<file path="src/rtl/fifo_arb_pkg.sv">
`default_nettype none
// ============================================================================
// Module      : fifo_arb_pkg
// Description : Shared types, default constants and helpers for the FIFO
//               write-port arbiter.
//               Contents:
//                 N_REQ_DEF, DATA_W_DEF  default source count / word width
//                 arb_state_t            one-hot arbiter FSM state
//                 onehot2idx()           one-hot (up to 8 bits) -> index
// Revision    : 1.0  initial release
// ============================================================================
package fifo_arb_pkg;

  localparam int N_REQ_DEF  = 4;
  localparam int DATA_W_DEF = 64;

  typedef enum logic [2:0] {
    IDLE  = 3'b001,
    BURST = 3'b010,
    DONE  = 3'b100
  } arb_state_t;

  // Index of the set bit in a one-hot vector of up to 8 sources.
  // Returns 0 for an all-zero vector.
  function automatic int onehot2idx(input logic [7:0] oh);
    int idx;
    idx = 0;
    for (int i = 0; i < 8; i++) begin
      if (oh[i[2:0]]) idx = i;
    end
    return idx;
  endfunction

endpackage
`default_nettype wire

</file>
<file path="src/rtl/rr_priority_select.sv">
`default_nettype none
// ============================================================================
// Module      : rr_priority_select
// Description : Combinational round-robin pick. Finds the first set request
//               bit scanning upward from i_rr_ptr, wrapping modulo N_REQ.
//               Ports:
//                 i_req      [N_REQ-1:0]  request vector
//                 i_rr_ptr   [PTR_W-1:0]  index with highest priority
//                 o_win_oh   [N_REQ-1:0]  one-hot winner (0 when no request)
//                 o_win_any               at least one request present
// Revision    : 1.0  initial release
// ============================================================================
module rr_priority_select
  import fifo_arb_pkg::*;
#(
  parameter int N_REQ = N_REQ_DEF,
  parameter int PTR_W = $clog2(N_REQ_DEF)
) (
  input  logic [N_REQ-1:0] i_req,
  input  logic [PTR_W-1:0] i_rr_ptr,
  output logic [N_REQ-1:0] o_win_oh,
  output logic             o_win_any
);

  logic [N_REQ-1:0] w_rot;
  logic [N_REQ-1:0] w_first;

  always_comb begin
    // Rotate so that bit 0 of w_rot is request i_rr_ptr.
    w_rot    = N_REQ'({i_req, i_req} >> i_rr_ptr);
    // Isolate the lowest set bit of the rotated vector.
    w_first  = w_rot & (~w_rot + 1'b1);
    // Rotate back: the upper half of the shifted doubled vector holds the
    // winner in original bit positions, wrap-around included.
    o_win_oh = N_REQ'(({w_first, w_first} << i_rr_ptr) >> N_REQ);
    o_win_any = |i_req;
  end

endmodule
`default_nettype wire

</file>
<file path="src/rtl/fifo_write_arbiter.sv">
`default_nettype none
// ============================================================================
// Module      : fifo_write_arbiter
// Description : Shares the single write port of the ADC sample FIFO between
//               N_REQ word-stream sources. Round-robin grant of one burst of
//               BURST_LEN words, honours WRFULL, and aborts a burst whose
//               source stops presenting data for STALL_MAX cycles.
//               Ports:
//                 CLK, RST           clock, synchronous active-high reset
//                 REQ   [N_REQ]      source has a frame ready (level)
//                 VALID [N_REQ]      source presents a word
//                 DIN   [N_REQ*DW]   packed source words, i at [i*DW +: DW]
//                 READY [N_REQ]      word accepted from source this cycle
//                 GNT   [N_REQ]      registered one-hot grant (BURST only)
//                 WRFULL             FIFO full
//                 WRREQ, WRDATA      FIFO write strobe / data
//                 ABORT              one-cycle watchdog abort pulse
//                 BUSY               FSM not idle
// Revision    : 1.0  initial release
// ============================================================================
module fifo_write_arbiter
  import fifo_arb_pkg::*;
#(
  parameter int N_REQ     = N_REQ_DEF,
  parameter int DATA_W    = DATA_W_DEF,
  parameter int BURST_LEN = 4,
  parameter int STALL_MAX = 255
) (
  input  logic                    CLK,
  input  logic                    RST,
  input  logic [N_REQ-1:0]        REQ,
  input  logic [N_REQ-1:0]        VALID,
  input  logic [N_REQ*DATA_W-1:0] DIN,
  output logic [N_REQ-1:0]        READY,
  output logic [N_REQ-1:0]        GNT,
  input  logic                    WRFULL,
  output logic                    WRREQ,
  output logic [DATA_W-1:0]       WRDATA,
  output logic                    ABORT,
  output logic                    BUSY
);

  localparam int PTR_W   = $clog2(N_REQ);
  localparam int BEAT_W  = $clog2(BURST_LEN + 1);
  localparam int STALL_W = $clog2(STALL_MAX + 1);

  localparam logic [BEAT_W-1:0]  C_LAST_BEAT  = BEAT_W'(BURST_LEN - 1);
  localparam logic [STALL_W-1:0] C_STALL_LAST = STALL_W'(STALL_MAX - 1);
  localparam logic [STALL_W-1:0] C_STALL_SAT  = STALL_W'(STALL_MAX);

  arb_state_t          state_q, state_d;
  logic [N_REQ-1:0]    gnt_q, gnt_d;
  logic [PTR_W-1:0]    rr_ptr_q, rr_ptr_d;
  logic [BEAT_W-1:0]   beat_cnt_q, beat_cnt_d;
  logic [STALL_W-1:0]  stall_cnt_q, stall_cnt_d;
  logic                abort_q, abort_d;
  logic [DATA_W-1:0]   wrdata_q, wrdata_d;

  logic [N_REQ-1:0]              w_win_oh;
  logic                          w_win_any;
  logic [7:0]                    w_gnt_ext;
  logic [PTR_W-1:0]              w_gnt_idx;
  logic [PTR_W-1:0]              w_next_ptr;
  logic [N_REQ-1:0][DATA_W-1:0]  w_din_arr;
  logic [DATA_W-1:0]             w_din_sel;
  logic                          w_valid_sel;
  logic                          w_wr_en;
  logic [N_REQ-1:0]              w_ready;

  rr_priority_select #(
    .N_REQ (N_REQ),
    .PTR_W (PTR_W)
  ) u_rr_sel (
    .i_req     (REQ),
    .i_rr_ptr  (rr_ptr_q),
    .o_win_oh  (w_win_oh),
    .o_win_any (w_win_any)
  );

  assign w_din_arr = DIN;

  // Granted-source selection, derived from the registered grant only.
  always_comb begin
    w_gnt_ext = '0;
    w_gnt_ext[N_REQ-1:0] = gnt_q;
    w_gnt_idx   = PTR_W'(onehot2idx(w_gnt_ext));
    w_next_ptr  = (int'(w_gnt_idx) == N_REQ - 1) ? '0 : w_gnt_idx + 1'b1;
    w_din_sel   = w_din_arr[w_gnt_idx];
    w_valid_sel = |(VALID & gnt_q);
  end

  always_comb begin
    state_d     = state_q;
    gnt_d       = gnt_q;
    rr_ptr_d    = rr_ptr_q;
    beat_cnt_d  = beat_cnt_q;
    stall_cnt_d = stall_cnt_q;
    abort_d     = 1'b0;
    wrdata_d    = wrdata_q;
    w_ready     = '0;
    w_wr_en     = 1'b0;

    unique case (state_q)
      IDLE: begin
        if (w_win_any) begin
          gnt_d   = w_win_oh;
          state_d = BURST;
        end
      end

      BURST: begin
        // RST gating keeps the reset cycle free of any handshake.
        w_ready = gnt_q & {N_REQ{~WRFULL & ~RST}};
        w_wr_en = w_valid_sel & ~WRFULL & ~RST;
        if (w_wr_en) begin
          wrdata_d    = w_din_sel;
          stall_cnt_d = '0;
          beat_cnt_d  = beat_cnt_q + 1'b1;
          if (beat_cnt_q == C_LAST_BEAT) begin
            state_d  = DONE;
            gnt_d    = '0;
            rr_ptr_d = w_next_ptr;
          end
        end else if (!w_valid_sel) begin
          // Only VALID-low cycles count; a full FIFO never trips the watchdog.
          if (stall_cnt_q == C_STALL_LAST) begin
            abort_d  = 1'b1;
            state_d  = DONE;
            gnt_d    = '0;
            rr_ptr_d = w_next_ptr;
          end else if (stall_cnt_q != C_STALL_SAT) begin
            stall_cnt_d = stall_cnt_q + 1'b1;
          end
        end
      end

      DONE: begin
        gnt_d       = '0;
        beat_cnt_d  = '0;
        stall_cnt_d = '0;
        state_d     = IDLE;
      end

      default: begin
        gnt_d   = '0;
        state_d = IDLE;
      end
    endcase
  end

  always_ff @(posedge CLK) begin
    if (RST) begin
      state_q     <= IDLE;
      gnt_q       <= '0;
      rr_ptr_q    <= '0;
      beat_cnt_q  <= '0;
      stall_cnt_q <= '0;
      abort_q     <= 1'b0;
      wrdata_q    <= '0;
    end else begin
      state_q     <= state_d;
      gnt_q       <= gnt_d;
      rr_ptr_q    <= rr_ptr_d;
      beat_cnt_q  <= beat_cnt_d;
      stall_cnt_q <= stall_cnt_d;
      abort_q     <= abort_d;
      wrdata_q    <= wrdata_d;
    end
  end

  assign READY  = w_ready;
  assign GNT    = gnt_q;
  assign WRREQ  = w_wr_en;
  assign WRDATA = w_wr_en ? w_din_sel : wrdata_q;
  assign ABORT  = abort_q;
  assign BUSY   = (state_q != IDLE);

endmodule
`default_nettype wire

</file>
<file path="config.mk">
export PLATFORM = sky130hd
export DESIGN_NAME = fifo_write_arbiter
export DESIGN_NICKNAME = d
export VERILOG_FILES = /design/src/rtl/fifo_arb_pkg.sv /design/src/rtl/rr_priority_select.sv /design/src/rtl/fifo_write_arbiter.sv
export SDC_FILE = /design/constraint.sdc
export NUM_CORES = 1
export LEC_CHECK = 0
export ABC_AREA = 0
export BUFFER_PORTS_ARGS = -buffer_cell sky130_fd_sc_hd__buf_2
export CORE_AREA = 2 2 131 133
export CTS_BUF_LIST = sky130_fd_sc_hd__clkbuf_4
export DETAILED_ROUTE_END_ITERATION = 8
export DIE_AREA = 0 0 133 135
export GPL_TIMING_DRIVEN = 0
export PLACE_DENSITY = 0.67
export SETUP_SLACK_MARGIN = 0.02
export SLEW_MARGIN = 25
export SYNTH_ARGS = -nofsm -noshare
export SYNTH_HDL_FRONTEND = slang
export SYNTH_HIERARCHICAL = 1
export SYNTH_SLANG_ARGS = --single-unit
export TNS_END_PERCENT = 1
</file>
<file path="constraint.sdc">
create_clock -name CLK -period 4.7 [get_ports CLK]
set_input_delay 0 -clock CLK [delete_from_list [all_inputs] [get_ports CLK]]
set_output_delay 0 -clock CLK [all_outputs]
set_load 0.02 [all_outputs]
</file>
==> results.cfg, run 1 <==
[placement]
place_congestion = 0.879
place.port_buffers = 340
dpl.cell_count = 1364
hpwlAfterDp_um = 18100

[worst_setup_path]
endpoint_kind = output pin
r2r_setup_slack_ns = 1.80
arrival_ns = 2.92
crit_fanout = 10
required_ns = 4.70
startpoint_type = flip-flop
cp-startpoint = GNT[2]
crit_end = WRDATA[10]
timing.rr.end = wrdata_q[47]
reg2reg_from = GNT[2]
r2r_cells = 7
critPathKind = flip-flop to output pin

[timing]
finClkSkew_ns = 0.00809
rsz0062_at_grt = false
max_slew_margin_pct = 48.2
finalHoldViolations = 0
report.final.slew_viol_count = 0
fin_crit_ns = 2.92
fin_crit_sh_pct = 62.2
setup_violations = 0
fmax_mhz = 342
setup-tns-final_ns = 0
fin_hold_ws_ns = 0.0340
tightest_slew_ns = 0.777

[drt]
num_vias = 7567
drt-initial-drc-count = 475
wire_per_inst_um = 16.7
drc = 0
vias_per_cell = 5.19
wl_um = 24300
antenna_left = 0
dr.pass1.iters = 5

[flow_run]
drv_cap = 0

[layout]
area_growth_pct = 49.5
multiInputGateArea_um2 = 3720
nNetsFinal = 1504
layout_commonest_cell = buf_2
n_fill_cell = 1644
final_cells = 1457
layout_common_cells = 357 x buf_2, 211 x a21oi_1, 140 x nand2_1, 85 x dfxtp_1, 79 x nor2_1
layout-drive-gt1-share_pct = 36.6
ff_latch_area_um2 = 1700
final_util_pct = 52.6

[yosys]
ys_seq_elements = 85
yosysTopAreaCellShare_pct = 29.5
async_flop_share_pct = 0
synth-edff-count = 0
synth_area_um2 = 5770
ys_seq_area_share_pct = 29.5
synth_area_per_cell_um2 = 7.18
synth_ff_type = dfxtp_1
synthCells = 804
synth_area_leaders = dfxtp_1 29%, a21oi_1 18%, mux2_2 12%
yosys.area.top_type = dfxtp_1
yosysWarnings = 6
synthesis.nets = 1075
synth.distinct_cells = 51

[clock_network]
numCtsBuffers = 9
htree_levels = 3
cts_resized = 0
cts_max_path_buffers = 2
cts.sinks = 85
cts_tree = yes
clk_latency_ns = 0.45
clockRootBuffer = clkbuf_4
post_cts.repair.setup_buffers = 0
clkTransAtPathRegs_ns = 0.13
ctsHoldBuffers = 78

[grt]
grt_max_degree = 13
grt_pass1_wl_um = 37200
grt.overflow.total = 0
antenna_found_initial = 1
grt_pass1_vias = 7417
grt.total_usage_pct = 26.2

[hold_path]
min_path_type = primary input to flip-flop

[die]
chipHeight_um = 135
die-area_um2 = 18000
io_pins = 342
initial_utilization_pct = 35.2
core_area_um2 = 16400
fp-row-count = 47
chipWidth_um = 133

[pwr]
vdd_drop_max_mv = 0.0982
power.density_nw_per_um2 = 182
static-leakage-power_nw = 3.95

[status]
outcome = complete, no violations
synthesized netlist by cell type, drive strengths merged, types with 4 or more instances:
master	number
nor3	7
and2	5
ha	4
mux2	64
nor2	80
a211oi	68
or4	6
buf	30
o21ai	8
dfxtp	85
a21oi	212
nand3	6
nand2	140
inv	8
clkbuf	43
worst max-delay path, stage by stage (launching register included):
cell	delay, ns
dfxtp_1	0.52
clkbuf_1	0.63
clkbuf_1	0.43
nand2_1	0.10
a21oi_1	0.21
a21oi_1	0.10
a21oi_1	0.27
buf_2	0.21
flip-flops by register name, indices dropped and copies added, names as in the netlist:
name and flops:
wrdata_q 64, stall_cnt_q 8, GNT 4, beat_cnt_q 3, state_q 3, rr_ptr_q 2, ABORT 1
layout make-up:
| cell class | instances | share of cell area (%) |
|---|---|---|
| antenna | 1 | 0.0290 |
| buffer | 73 | 3.68 |
| clock buffer | 11 | 0.957 |
| clock inverter | 3 | 0.174 |
| inverter | 8 | 0.348 |
| multi-input combinational | 638 | 43.1 |
| sequential | 85 | 19.7 |
| tap | 220 | 3.19 |
| timing repair buffer | 418 | 28.8 |
metrics by stage:
step | total power [mW] | worst slack [ns] | cell area [µm²]
finish | 1.57 | 1.78 | 8630
global placement | 1.15 | 2.23 | 7750
detailed placement | 1.15 | 2.19 | 7750
CTS | 1.57 | 1.65 | 8630
floorplan | 0.975 | 2.76 | 5770
global route | 1.65 | 1.52 | 8630
layer usage:
| metal | vias to the layer above | routed length (µm) | global-route usage, % |
|---|---|---|---|
| li1 | 3734 | - | - |
| met1 | 3464 | 10100 | 30.7 |
| met2 | 316 | 11900 | 46.6 |
| met3 | 53 | 1480 | 4.77 |
| met4 | 0 | 839 | 12.0 |
| met5 | - | 0 | 0 |
how the worst min path moves through the flow:
stage | from | end | slack (ns) | cells past startpoint
after floorplan | VALID[3] | ABORT | 0.24 | 3
final | DIN[153] | wrdata_q[25] | 0.03 | 5
after detailed placement | DIN[225] | wrdata_q[33] | 0.41 | 3
after global routing | DIN[132] | wrdata_q[4] | 0.03 | 5
after CTS | DIN[153] | wrdata_q[25] | 0.00007 | 5
after global placement | DIN[203] | wrdata_q[11] | 0.40 | 3
cells by family after synthesis:
group,after synthesis,synth area share [%]
flops,85,29.5
xor+xnor,1,0.152
compound gates,307,31.4
fa+ha+maj,4,0.867
buf+inv,81,6.03
mux,65,12.7
simple gates,261,19.4
power by group:
part,leakage (nW),total [mW],internal (mW),switching [mW]
sequential,0.686,0.736,0.729,0.00721
combinational,3.20,0.462,0.241,0.221
clock,0.0623,0.369,0.113,0.256
total,3.95,1.57,1.08,0.484
No activity file was read; power rests on OpenSTA's default activity.
==> run 2, diff against run 1 <==
==> constraint.sdc (replaced) <==
create_clock -name CLK -period 2.8 [get_ports CLK]
set_input_delay 0 -clock CLK [delete_from_list [all_inputs] [get_ports CLK]]
set_output_delay 0 -clock CLK [all_outputs]
set_load 0.02 [all_outputs]
==> results.cfg, run 2 (synthesis results as in run 1) <==
[worst_setup_path]
r2r_cells = 8
timing.rr.end = stall_cnt_q[6]
arrival_ns = 2.65
critPathKind = flip-flop to output pin
startpoint_type = flip-flop
required_ns = 2.80
endpoint_kind = output pin
crit_fanout = 10
reg2reg_from = GNT[3]
r2r_setup_slack_ns = 0.22

[timing]
fin_hold_ws_ns = 0.0344
report.final.slew_viol_count = 0
final.setup.worst_slack_ns = 0.155
tightest_slew_ns = 0.736
rsz0062_at_grt = true
fin_crit_sh_pct = 94.5
finalHoldViolations = 0
max_slew_margin_pct = 50.8
fmax_mhz = 378
finClkSkew_ns = 0.00773
fin_crit_ns = 2.65
setup_violations = 0
setup-tns-final_ns = 0

[drt]
antenna_left = 0
wire_per_inst_um = 16.7
num_vias = 7612
drc = 0
drt-initial-drc-count = 446
dr.pass1.iters = 5
vias_per_cell = 5.22
wl_um = 24300

[grt]
grt.total_usage_pct = 26.2
grt_pass1_wl_um = 37200
grt_pass1_vias = 7417
grt_max_degree = 13
grt.overflow.total = 0
antenna_found_initial = 1

[die]
core_area_um2 = 16400
chipWidth_um = 133
die-area_um2 = 18000
chipHeight_um = 135
initial_utilization_pct = 35.2
io_pins = 342
fp-row-count = 47

[pwr]
vdd_drop_max_mv = 0.163
power.density_nw_per_um2 = 304
fin_total_pwr_mw = 2.63
static-leakage-power_nw = 3.99

[hold_path]
hold-path-cell-count = 5
hp-start = DIN[153]
hold_end = wrdata_q[25]
min_path_type = primary input to flip-flop

[status]
outcome = complete, no violations

[clock_network]
htree_levels = 3
clk_latency_ns = 0.45
clkTransAtPathRegs_ns = 0.13
cts_tree = yes
clockRootBuffer = clkbuf_4
cts.sinks = 85
cts_max_path_buffers = 2
post_cts.repair.setup_buffers = 0
numCtsBuffers = 9

[layout]
layout_commonest_cell = buf_2
area_growth_pct = 50.0
final_cells = 1457
top_register = wrdata_q
n_fill_cell = 1640
layout_common_cells = 352 x buf_2, 211 x a21oi_1, 140 x nand2_1, 85 x dfxtp_1, 79 x nor2_1
layout-drive-gt1-share_pct = 37.5
nNetsFinal = 1504
largest_register_ffs = 64

[placement]
dpl.cell_count = 1364
place.port_buffers = 340
hpwlAfterDp_um = 18100
pre_cts_ws_ns = 0.288
place_congestion = 0.879

[flow_run]
drv_cap = 0
run 2: how the worst max path moves through the flow:
stage | from | end | slack [ns] | depth (start not counted)
after floorplan | state_q[1] | WRDATA[42] | 0.86 | 6
after global placement | GNT[2] | WRDATA[10] | 0.33 | 7
after detailed placement | GNT[2] | WRDATA[10] | 0.29 | 7
after CTS | GNT[1] | WRDATA[51] | 0.02 | 9
after global routing | state_q[1] | WRDATA[34] | -0.05 | 7
final | state_q[1] | WRDATA[34] | 0.15 | 7
run 2: what timing repair did:
action                                 4_1_cts  5_1_grt
gates cloned                                 0        0
hold buffers                                78        0
gates resized for setup                      5       18
endpoints found under the hold margin       69        0
setup endpoints to repair                   55       59
run 2: stage by stage:
step                      instance area, µm²  util (%)
final                                   8660      52.8
after global routing                    8660      52.8
after CTS                               8630      52.6
after detailed placement                7750      47.2
after global placement                  7750      47.2
after floorplan                         5770         -
run 2: metal layers:
metal	vias to the layer above	global-route usage (%)	routed length, µm
met5	-	0	0
met4	0	12.0	851
met3	56	4.77	1550
met2	311	46.6	11900
met1	3508	30.7	10000
li1	3737	-	-
run 2: worst max-delay path: stages, from the launching register on:
cell      delay [ns]
dfxtp_1         0.33
buf_4           0.14
or3b_4          0.41
a211oi_2        0.21
clkbuf_2        0.33
clkbuf_1        0.41
a21oi_1         0.17
buf_2           0.21
run 2: final cells by class:
type	instances	area [µm²]	area share, %
repair buffers	418	2480	28.7
well taps	220	275	3.18
flip-flops and latches	85	1700	19.7
multi-input cells	638	3720	43.0
diodes	1	2.50	0.0289
clock inverters	3	15.0	0.173
plain buffers	73	345	3.99
clock buffers	11	82.6	0.954
inverters	8	30.0	0.347
run 2: where the power goes:
part	internal (mW)	total [mW]	leakage (nW)	switching, mW
Combinational	0.406	0.777	3.24	0.371
Sequential	1.22	1.24	0.686	0.0122
Clock	0.190	0.617	0.0623	0.427
==> run 3, diff against run 2 <==
--- a/config.mk
+++ b/config.mk
@@ -12,7 +12,7 @@
 export DETAILED_ROUTE_END_ITERATION = 8
 export DIE_AREA = 0 0 133 135
 export GPL_TIMING_DRIVEN = 0
-export PLACE_DENSITY = 0.67
+export PLACE_DENSITY_LB_ADDON = 0.15
 export SETUP_SLACK_MARGIN = 0.02
 export SLEW_MARGIN = 25
 export SYNTH_ARGS = -nofsm -noshare
==> results.cfg, run 3 (synthesis results as in run 1) <==
[status]
outcome = complete, no violations

[clock_network]
clkTransAtPathRegs_ns = 0.13
htree_levels = 3
cts_tree = yes
clk_latency_ns = 0.43
numCtsBuffers = 9
cts_max_path_buffers = 2
post_cts.repair.setup_buffers = 0
clockRootBuffer = clkbuf_4
cts.sinks = 85

[placement]
hpwlAfterDp_um = 18000
place.port_buffers = 340
dpl_cell_area_um2 = 7750
place_congestion = 0.849

[pwr]
power.density_nw_per_um2 = 312
static-leakage-power_nw = 3.94
vdd_drop_max_mv = 0.201
fin_total_pwr_mw = 2.67

[die]
io_pins = 342
core_area_um2 = 16400
die-area_um2 = 18000
chipHeight_um = 135
chipWidth_um = 133
fp-row-count = 47
initial_utilization_pct = 35.2

[grt]
antenna_found_initial = 2
grt_pass1_vias = 7055
grt.total_usage_pct = 25.1
grt_max_degree = 13
grt_pass1_wl_um = 35800
grt.overflow.total = 0

[layout]
layout_commonest_cell = buf_2
nNetsFinal = 1494
largest_register_ffs = 64
layout_common_cells = 354 x buf_2, 211 x a21oi_1, 140 x nand2_1, 85 x dfxtp_1, 79 x nor2_1
layout-drive-gt1-share_pct = 37.4
n_fill_cell = 1650
design_area_um2 = 8580
top_register = wrdata_q
final_util_pct = 52.3
area_growth_pct = 48.6

[timing]
setup_violations = 0
tightest_slew_ns = 0.829
fin_crit_sh_pct = 94.7
fin_crit_ns = 2.65
finalHoldViolations = 0
report.final.slew_viol_count = 0
finClkSkew_ns = 0.0118
rsz0062_at_grt = true
fmax_mhz = 377
max_slew_margin_pct = 44.7

[drt]
drc = 0
wire_per_inst_um = 16.2
num_vias = 7304
vias_per_cell = 5.04
wl_um = 23500
dr.pass1.iters = 5
drt-initial-drc-count = 350
antenna_left = 0

[worst_setup_path]
crit_fanout = 10
critPathKind = flip-flop to output pin
critical_path.top_delay_family = buffers and inverters
crit_chain = buf_4 > or3b_4 > a211oi_2 > clkbuf_2 > clkbuf_1 > a21oi_1 > buf_2
endpoint_kind = output pin
arrival_ns = 2.65
required_ns = 2.80
startpoint_type = flip-flop
timing.critical_path.buf_inv = 4
crit_path_top_delay_cell = or3b_4
cp_slowest_stage_delay_ns = 0.41

[hold_path]
min_path_type = primary input to flip-flop

[flow_run]
drv_cap = 0
run 3: what timing repair did:
action                                  4_1_cts  5_1_grt
gates resized for setup                       5       11
hold buffers                                 68        0
endpoints found under the hold margin        66        0
endpoints found under the setup margin       56       31
run 3: power breakdown:
part,switching [mW],internal (mW),leakage (nW)
Sequential,0.0123,1.22,0.686
Clock,0.408,0.280,0.0702
Combinational,0.360,0.390,3.19
Total,0.780,1.89,3.94
run 3: stage by stage:
stage / worst slack [ns] / hold WS [ns] / setup TNS [ns] / cells
2_1_floorplan: 0.856 / 0.242 / 0 / 804
3_3_place_gp: 0.309 / 0.397 / 0 / 1364
3_5_place_dp: 0.267 / 0.408 / 0 / 1364
4_1_cts: 0.0733 / 0.00550 / 0 / 1446
5_1_grt: -0.0160 / 0.0214 / -0.0196 / 1447
6_report: 0.149 / 0.0276 / 0 / 1449
run 3: routing by layer:
layer,vias to the layer above,part of all wire (%),track usage [%]
met5,-,0,0
met4,0,2.5,7.65
met3,34,6.4,5.18
met2,259,50,45.9
met1,3293,41,29.4
li1,3718,-,-
run 3: worst reg2reg max path, stage by stage (launching register included):
cell	delay [ns]
dfxtp_1	0.45
a22oi_4	0.29
dlygate4sd3_1	0.59
nand2_1	0.08
a31o_2	0.27
buf_2	0.17
or4b_1	0.51
a21oi_1	0.15
run 3: area by class of cell:
type	instances	area (µm²)	share of cell area [%]
Clock buffer	11	82.6	0.963
Antenna cell	3	7.51	0.0875
Clock inverter	3	38.8	0.452
Multi-Input combinational cell	638	3720	43.4
Sequential cell	85	1700	19.8
Inverter	8	30.0	0.350
Timing Repair Buffer	408	2380	27.8
Buffer	73	338	3.94
Tap cell	220	275	3.21
run 3: final timing paths:
kind,start,to,slack (ns),depth (start not counted)
setup reg to reg,GNT[2],stall_cnt_q[6],0.22,7
hold / removal,DIN[211],wrdata_q[19],0.03,3
hold reg to reg,stall_cnt_q[5],stall_cnt_q[5],0.50,2
setup / recovery,state_q[1],WRDATA[16],0.15,7
